File: src/rtl/pcpi_pkg.sv
// Shared PCPI definitions: issue FSM state encoding, default timeout,
// RV32M opcode/funct7 constants and instruction field helpers.
package pcpi_pkg;

  typedef enum logic [2:0] {
    ST_IDLE,
    ST_REQ,
    ST_WB,
    ST_DRAIN,
    ST_TRAP
  } state_t;

  localparam int unsigned TIMEOUT_CYCLES_DEF = 16;

  localparam logic [6:0] OPCODE_OP     = 7'b0110011;
  localparam logic [6:0] FUNCT7_MULDIV = 7'b0000001;

  // Destination register field of an R-type instruction.
  function automatic logic [4:0] rd_field(input logic [31:0] insn);
    return insn[11:7];
  endfunction

  // True for an OP-class instruction carrying the M-extension funct7.
  function automatic logic is_muldiv(input logic [31:0] insn);
    return (insn[6:0] == OPCODE_OP) && (insn[31:25] == FUNCT7_MULDIV);
  endfunction

endpackage

File: src/rtl/pcpi_timeout_cnt.sv
// No-responder watchdog for one PCPI request: counts REQ cycles with neither
// busy nor ready, freezes for the rest of the request once busy is seen, and
// flags expiry combinationally in the cycle the count reaches TIMEOUT_CYCLES.
module pcpi_timeout_cnt
  import pcpi_pkg::*;
#(
  parameter int unsigned TIMEOUT_CYCLES = TIMEOUT_CYCLES_DEF
) (
  input  logic clk,
  input  logic resetn,
  input  logic clear,
  input  logic idle_cyc,
  input  logic busy,
  output logic expire
);

  localparam int unsigned W = $clog2(TIMEOUT_CYCLES + 1);

  logic [W-1:0] cnt_q, cnt_d;
  logic         busy_seen_q, busy_seen_d;

  // Next-state for the idle-cycle counter and the sticky busy flag.
  always_comb begin
    cnt_d       = cnt_q;
    busy_seen_d = busy_seen_q;
    if (clear) begin
      cnt_d       = '0;
      busy_seen_d = 1'b0;
    end else begin
      if (busy) busy_seen_d = 1'b1;
      if (idle_cyc && !busy_seen_q && (cnt_q != W'(TIMEOUT_CYCLES)))
        cnt_d = cnt_q + 1'b1;
    end
  end

  assign expire = idle_cyc && !busy_seen_q && (cnt_q == W'(TIMEOUT_CYCLES - 1));

  // Counter and flag registers.
  always_ff @(posedge clk or negedge resetn) begin
    if (!resetn) begin
      cnt_q       <= '0;
      busy_seen_q <= 1'b0;
    end else begin
      cnt_q       <= cnt_d;
      busy_seen_q <= busy_seen_d;
    end
  end

endmodule

File: src/rtl/pcpi_issue_unit.sv
// PCPI initiator beside EX: registers an M-extension request, holds it stable
// while stalling the pipeline, returns the result to writeback as a one-cycle
// pulse, and drains the co-processor after a flush.
// Build option PCPI_TIMEOUT_EN adds a no-responder watchdog that raises
// trap_illegal; without it a request waits indefinitely for a response.
module pcpi_issue_unit
  import pcpi_pkg::*;
#(
  parameter int unsigned TIMEOUT_CYCLES = TIMEOUT_CYCLES_DEF
) (
  input  logic        clk,
  input  logic        resetn,
  input  logic        issue_valid,
  input  logic [31:0] issue_instr,
  input  logic [31:0] issue_rs1,
  input  logic [31:0] issue_rs2,
  input  logic        flush,
  output logic        stall_o,
  output logic        pcpi_valid,
  output logic [31:0] pcpi_insn,
  output logic [31:0] pcpi_rs1,
  output logic [31:0] pcpi_rs2,
  input  logic        pcpi_busy,
  input  logic        pcpi_ready,
  input  logic        pcpi_wr,
  input  logic [31:0] pcpi_rd,
  output logic        wb_valid,
  output logic        wb_we,
  output logic [4:0]  wb_rd,
  output logic [31:0] wb_data,
  output logic        trap_illegal
);

  state_t      state_q, state_d;
  logic        pcpi_valid_q, pcpi_valid_d;
  logic [31:0] insn_q, insn_d;
  logic [31:0] rs1_q, rs1_d;
  logic [31:0] rs2_q, rs2_d;
  logic        wb_valid_q, wb_valid_d;
  logic        wb_we_q, wb_we_d;
  logic [31:0] wb_data_q, wb_data_d;
  logic        trap_q, trap_d;
  logic        drain_q, drain_d;
  logic        stall_c;
  logic        accept;
  logic        tmo_expire;

  assign accept = (state_q == ST_IDLE) && issue_valid && !flush;

`ifdef PCPI_TIMEOUT_EN
  logic tmo_idle_cyc;
  logic tmo_busy;

  assign tmo_idle_cyc = (state_q == ST_REQ) && !pcpi_busy && !pcpi_ready;
  assign tmo_busy     = (state_q == ST_REQ) && pcpi_busy;

  pcpi_timeout_cnt #(
    .TIMEOUT_CYCLES(TIMEOUT_CYCLES)
  ) u_timeout_cnt (
    .clk     (clk),
    .resetn  (resetn),
    .clear   (accept),
    .idle_cyc(tmo_idle_cyc),
    .busy    (tmo_busy),
    .expire  (tmo_expire)
  );
`else
  localparam int unsigned unused_timeout_cycles = TIMEOUT_CYCLES;
  assign tmo_expire = 1'b0;
`endif

  // Next-state and registered-output logic; stall is the only combinational output.
  always_comb begin
    state_d      = state_q;
    pcpi_valid_d = 1'b0;
    insn_d       = insn_q;
    rs1_d        = rs1_q;
    rs2_d        = rs2_q;
    wb_valid_d   = 1'b0;
    wb_we_d      = 1'b0;
    wb_data_d    = wb_data_q;
    trap_d       = 1'b0;
    drain_d      = drain_q;
    stall_c      = 1'b0;
    unique case (state_q)
      ST_IDLE: begin
        stall_c = issue_valid && !flush;
        if (accept) begin
          insn_d       = issue_instr;
          rs1_d        = issue_rs1;
          rs2_d        = issue_rs2;
          pcpi_valid_d = 1'b1;
          state_d      = ST_REQ;
        end
      end
      ST_REQ: begin
        stall_c = 1'b1;
        // Flush wins over a same-cycle ready (result dropped) and over expiry.
        if (flush) begin
          drain_d = 1'b0;
          state_d = ST_DRAIN;
        end else if (pcpi_ready) begin
          wb_valid_d = 1'b1;
          wb_we_d    = pcpi_wr && (rd_field(insn_q) != 5'd0);
          wb_data_d  = pcpi_rd;
          state_d    = ST_WB;
        end else if (tmo_expire) begin
          trap_d  = 1'b1;
          state_d = ST_TRAP;
        end else begin
          pcpi_valid_d = 1'b1;
        end
      end
      ST_WB: begin
        state_d = ST_IDLE;
      end
      ST_DRAIN: begin
        stall_c = issue_valid;
        if (pcpi_ready) begin
          state_d = ST_IDLE;
        end else if (!pcpi_busy) begin
          if (drain_q) state_d = ST_IDLE;
          drain_d = 1'b1;
        end else begin
          drain_d = 1'b0;
        end
      end
      ST_TRAP: begin
        state_d = ST_IDLE;
      end
      default: begin
        state_d = ST_IDLE;
      end
    endcase
  end

  // State and output registers, cleared asynchronously.
  always_ff @(posedge clk or negedge resetn) begin
    if (!resetn) begin
      state_q      <= ST_IDLE;
      pcpi_valid_q <= 1'b0;
      insn_q       <= '0;
      rs1_q        <= '0;
      rs2_q        <= '0;
      wb_valid_q   <= 1'b0;
      wb_we_q      <= 1'b0;
      wb_data_q    <= '0;
      trap_q       <= 1'b0;
      drain_q      <= 1'b0;
    end else begin
      state_q      <= state_d;
      pcpi_valid_q <= pcpi_valid_d;
      insn_q       <= insn_d;
      rs1_q        <= rs1_d;
      rs2_q        <= rs2_d;
      wb_valid_q   <= wb_valid_d;
      wb_we_q      <= wb_we_d;
      wb_data_q    <= wb_data_d;
      trap_q       <= trap_d;
      drain_q      <= drain_d;
    end
  end

  // Stall is gated by reset so every output reads zero while resetn is low.
  assign stall_o      = resetn && stall_c;
  assign pcpi_valid   = pcpi_valid_q;
  assign pcpi_insn    = insn_q;
  assign pcpi_rs1     = rs1_q;
  assign pcpi_rs2     = rs2_q;
  assign wb_valid     = wb_valid_q;
  assign wb_we        = wb_we_q;
  assign wb_rd        = rd_field(insn_q);
  assign wb_data      = wb_data_q;
  assign trap_illegal = trap_q;

endmodule
File: config.mk
export PLATFORM = sky130hd
export DESIGN_NAME = pcpi_issue_unit
export DESIGN_NICKNAME = d
export VERILOG_FILES = /design/src/rtl/pcpi_pkg.sv /design/src/rtl/pcpi_timeout_cnt.sv /design/src/rtl/pcpi_issue_unit.sv
export SDC_FILE = /design/constraint.sdc
export NUM_CORES = 1
export LEC_CHECK = 0
export ABC_CLOCK_PERIOD_IN_PS = 1800
export BUFFER_PORTS_ARGS = -buffer_cell sky130_fd_sc_hd__buf_4
export CORE_ASPECT_RATIO = 2
export CORE_MARGIN = 3
export CORE_UTILIZATION = 40
export CTS_BUF_LIST = sky130_fd_sc_hd__clkbuf_16
export DETAILED_ROUTE_END_ITERATION = 6
export GPL_ROUTABILITY_DRIVEN = 0
export PLACE_DENSITY_LB_ADDON = 0.15
export SYNTH_ARGS = -nofsm -noshare
export SYNTH_HDL_FRONTEND = slang
export SYNTH_SLANG_ARGS = --single-unit
export TNS_END_PERCENT = 1
File: constraint.sdc
create_clock -name clk -period 1.8 [get_ports clk]
set_clock_uncertainty 0.2 [all_clocks]
set_input_delay 0.36 -clock clk [delete_from_list [all_inputs] [get_ports clk]]
set_output_delay 0.36 -clock clk [all_outputs]
set_load 0.01 [all_outputs]
# ---- Yosys cells after proc, flatten, opt, wreduce, memory -nomap -nowiden
# Cells that the tools add are included.
dict set report word_totals {
  reg_bits 135
  latchBits 0
  ramBits 0
  rom_bits 0
  inputBits 135
  output_inout_bits 138
  memories 0
}
dict set report op_classes {
  add_sub_neg 0
  n_mul 0
  div_mod_pow 0
  n_lt_le_gt_ge 0
  eq_ne 8
  shifts 0
  muxes 22
  bitwise_logic 1
  reduce_logical 13
}
# op n
set op_table {}
lappend op_table {{2-to-1 mux 3 bit} 6}
lappend op_table {{2-to-1 mux 1 bit} 12}
lappend op_table {{inequality test 3 bit, second input constant} 3}
lappend op_table {{one-hot mux 3 bit (3 select lines)} 1}
lappend op_table {{inequality test 2 bit, second input constant} 3}
lappend op_table {{AND reduction 3 bit} 2}
lappend op_table {{logical AND 1 bit} 5}
lappend op_table {{nonzero test 5 bit} 1}
lappend op_table {{one-hot mux 1 bit (2 select lines)} 2}
lappend op_table {{AND reduction 4 bit} 1}
lappend op_table {{equality test 3 x 1 -> 1 bit, second input constant} 1}
lappend op_table {{equality test 3 x 2 -> 1 bit, second input constant} 1}
lappend op_table {{zero test 3 bit} 1}
lappend op_table {{one-hot mux 1 bit (3 select lines)} 1}
lappend op_table {{AND reduction 2 bit} 1}
lappend op_table {{nonzero test 2 bit} 1}
lappend op_table {{zero test 1 bit} 1}
lappend op_table {{inverter 1 bit} 1}

# ---- Longest topological paths before layout
dict set report depth {
  depth_word 5
  mapped_depth 6
  ltp_nobuf 3
}

# ---- Worst setup path after synthesis
# No wires, ideal clock.
dict set report synth_path {
  kind {register to register}
  from {reg state_q[1]}
  to {reg rs1_q[0] (netlist: pcpi_rs1[0])}
  setup_ns 0.127
  arrival_ns 1.625
  t_required_ns 1.473
  path_slack_ns -0.152
  stages_incl_launch_ff 7
  path_buffers 3
  path_cell_list {dfrtp_1 buf_6 or3b_4 nor2_8 buf_6 buf_8 mux2_1}
}
dict set report synth_via {
  elab_chain_cells 4
}
# item line_no
set synth_lines {}
lappend synth_lines {{from (decl)} pcpi_issue_unit.sv:34} ;# state_t state_q, state_d;
lappend synth_lines {{from (signal assigned)} pcpi_issue_unit.sv:151} ;# state_q <= state_d;
lappend synth_lines {{zero test 3 bit (*)} {pcpi_issue_unit.sv:48, pcpi_issue_unit.sv:85}}
lappend synth_lines {{logical AND 1 bit (2 in series)} pcpi_issue_unit.sv:48} ;# assign accept = (state_q == ST_IDLE) && issue_valid && !flush;
lappend synth_lines {{AND reduction 2 bit (no source line) (*)} n/a}
lappend synth_lines {{to (signal assigned)} pcpi_issue_unit.sv:154} ;# rs1_q <= rs1_d;
lappend synth_lines {{to (decl)} pcpi_issue_unit.sv:37} ;# logic [31:0] rs1_q, rs1_d;
# Mark *: on every way between the ends. The rest lies on a longest branch, timed or not.
# A chain may end at the register's enable or synchronous reset.

# ---- Worst setup path in the final report
dict set report layout_path {
  from {reg state_q[1]}
  to {out stall_o}
}
dict set report layout_via {
  elab_chain_cells 3
}
# item line_no
set layout_lines {}
lappend layout_lines {{equality test 3 x 2 -> 1 bit, or another cell as far along} pcpi_issue_unit.sv:85} ;# unique case (state_q)
lappend layout_lines {{one-hot mux 1 bit (3 select lines) (*)} pcpi_issue_unit.sv:85}
lappend layout_lines {{logical AND 1 bit (*)} pcpi_issue_unit.sv:165} ;# assign stall_o = resetn && stall_c;
lappend layout_lines {{to (decl)} pcpi_issue_unit.sv:18} ;# output logic stall_o,
# Marks and branches as above.

==> impl_results.md <==
- Initial antenna violation count: 0
- FILL cells: 799
- Slowest CP cell: or3b_4
- Fmax: 497 MHz
- Routed wire length: 15,100 um
- Die height: 166 um
- Multi-input logic area: 1620 um^2
- Worst R2R Setup Slack: -0.20 ns
- Post-route minimum period: 2.01 ns
- Cell row count: 57
- Unique masters post-synth: 23
- Cells on worst reg2reg path: 5
- Worst reg2reg startpoint: state_q[1]
- Share of layout cells above drive strength 1: 0.568
- Drt first-iter violations: 139
- Wire per inst: 17.2 um
- CP Max Fanout: 2
- DIE AREA: 14,300 um^2
- Yosys reg bits: 134
- Vias in the first global route: 4,645
- Hpwl dp: 9810 um
- DRT Pass-1 Iters: 4
- PortBufs: 271
- Starting Density: 0.416
- CTS Buffer Depth: 2
- Crit path arrival time: 1.45 ns
- Synthesized cell area: 5130 um^2
- Count leader, synth: dfrtp_1
- CTS tree: yes
- WS Path Type: reg2out
- P_leak: 4.33 nW
- Max-cap violation count: 0
- Hold Crit Depth: 2
- FFs w/ async S/R, synth: 1.00
- Rel. slew slack: 0.519
- Core box area: 12,300 um^2
- DR vias/cell: 4.72
- Fin Setup TNS: -16.42 ns
- Syn_nets: 441
- Top cells by area, synth: dfrtp_1 (65%), mux2_2 (22%), mux2_1 (6.4%), buf_4 (1.8%), buf_8 (0.88%)
- Worst Hold End: state_q[1]
- H-tree depth: 4
- Antenna cells: 0
- Pre-CTS setup slack: -0.183 ns
- Sequential share of the synthesized area: 0.654
- Req. time, crit path: 1.24 ns
- Largest net degree at the start of global routing: 135
- Max VDD drop: 942 uV
- Slew at the pin closest to its max-slew limit: 0.722 ns
- Area Overhead vs Synth: 78.8%
- Failing checks: setup timing
- GRT overflow: 0
- Io pins: 273
- Clock latency on the worst-skew pair: 0.41 ns
- Warnings, synthesis: 0
- Final ANT Viol Nets: 0
- Status: finished with violations
- First-pass GRT wire length: 23,700 um
- Crit-path cells: or3b_4 -> a21boi_2 -> buf_4
- Capturing point of the worst reg2reg path: pcpi_rs2[23]
- All-layer global routing usage: 0.215
- Vias: 4,134
- Storage element area: 3350 um^2
- Setup slack after layout: -0.213 ns
- HP Start: pcpi_ready
- CTS Root Cell: clkbuf_16
- Fin. Hold Viols: 0
- Top cell type by total area after synthesis: dfrtp_1
- Critical path's largest stage delay: 0.38 ns
- PwrDens: 1570 nW/um^2
- Post-Synthesis Cells: 306
- Sink Count: 134
- DRC Markers: 0
- Final Net Count: 851
- Worst min path class: in2reg
- Most common library cells after synthesis: dfrtp_1 (134), mux2_2 (99), mux2_1 (29), buf_4 (12), o21ai_0 (5)
- Post-synth EDFFs: 0
- Buf/Inv on CP: 1
- Die Width: 86.1 um
- Unrepaired setup endpoints after global routing: yes
- Synth top area share: 0.654
- CP delay by family, top: simple AND/OR/NAND/NOR gates
- Worst-path clk slew: 0.06 ns
- Total CTS buffers: 17
- Setup crit end kind: output port
- Primary FF master, synth: dfrtp_1
- Syn Area/Cell: 16.8 um^2
- Final setup viols: 97
- Slew Limit Fails: 0
- Final period util: 1.12
- Hold WS: 0.0549 ns
- Startpoint Class: register
[routing by layer]
layer,global-route usage,vias up,share of wire
met5,0,-,0
met4,0.107,0,0.042
met3,0.0755,39,0.082
met2,0.385,196,0.56
met1,0.213,2003,0.32
li1,-,1896,-
[worst max-delay path by stage]
stage / endpoint / cells past startpoint / slack [ns] / startpoint
after global routing: stall_o / 3 / -0.28 / state_q[1]
final: stall_o / 3 / -0.21 / state_q[1]
after CTS: stall_o / 3 / -0.22 / state_q[1]
after detailed placement: pcpi_rs2[23] / 5 / -0.18 / flush
after global placement: pcpi_insn[3] / 5 / -0.16 / flush
after floorplan: pcpi_rs1[0] / 6 / -0.14 / state_q[1]
[cells in the final DEF, fill, tap and decap left out]
cell type and count:
dfrtp_1 134, nor2_8 1, or3b_4 1, inv_6 4, dlygate4sd3_1 130, o21ai_0 4
buf_4 277, nand2_1 2, o22ai_1 1, mux2_1 29, a21o_1 1, nor3_1 1
conb_1 1, clkinv_1 2, a21boi_2 1, nor3_4 1, mux2_4 4, mux2_2 95
o21ai_1 1, nor2_1 1, or3_1 1, buf_12 5, inv_1 2, nor2b_1 2
clkbuf_16 17, a22oi_1 1, clkinvlp_4 8, o311a_1 2
[worst reg2reg max path, stage by stage (launching register included)]
cell,delay [ns]
dfrtp_1,0.37
or3b_4,0.38
buf_4,0.16
nor2_8,0.12
buf_12,0.25
mux2_2,0.39
[report_power, final]
group | internal (W) | leakage (nW) | total, W | switching [W]
clock network | 0.00176 | 0.237 | 0.00307 | 0.00131
logic | 0.00356 | 2.49 | 0.00600 | 0.00244
registers | 0.00453 | 1.60 | 0.00536 | 0.000834
[state kept, by name, summed over array words and instances, names as in the netlist]
name	count
state_q	2
pcpi_valid	1
wb_valid	1
drain_q	1
pcpi_rs2	32
pcpi_insn	32
wb_data	32
pcpi_rs1	32
wb_we	1
[repair_timing]
item,in CTS,in global routing
hold buffers,130,0
endpoints found under the hold margin,263,0
pin swaps,2,0
endpoints found under the setup margin,97,97
setup buffers,1,0
gates resized for setup,3,4
[layout make-up]
| class | count | area share |
|---|---|---|
| Clock buffer | 17 | 0.0464 |
| Clock inverter | 15 | 0.0116 |
| Inverter | 1 | 0.000409 |
| Multi-Input combinational cell | 150 | 0.177 |
| Sequential cell | 134 | 0.366 |
| Tap cell | 147 | 0.0200 |
| Timing Repair Buffer | 412 | 0.379 |
[through the flow]
stage                     power, W  std cells   util  cell area (um^2)
after floorplan            0.00790        306      -              5130
after global placement      0.0109        713  0.593              7310
after detailed placement    0.0111        713  0.593              7310
after CTS                   0.0145        876  0.743              9160
after global routing        0.0152        876  0.744              9170
final                       0.0144        876  0.744              9170
[cell families (layout without fill, tap and decap cells)]
kind of cell | after synthesis | count (layout) | synth area share
buf+inv | 22 | 445 | 0.0354
other cells | 1 | 1 | 0.000731
mux | 128 | 128 | 0.281
simple gates | 10 | 10 | 0.0149
compound gates | 11 | 11 | 0.0144
flops | 134 | 134 | 0.654
Note: power is estimated with default switching activity, not from simulation.
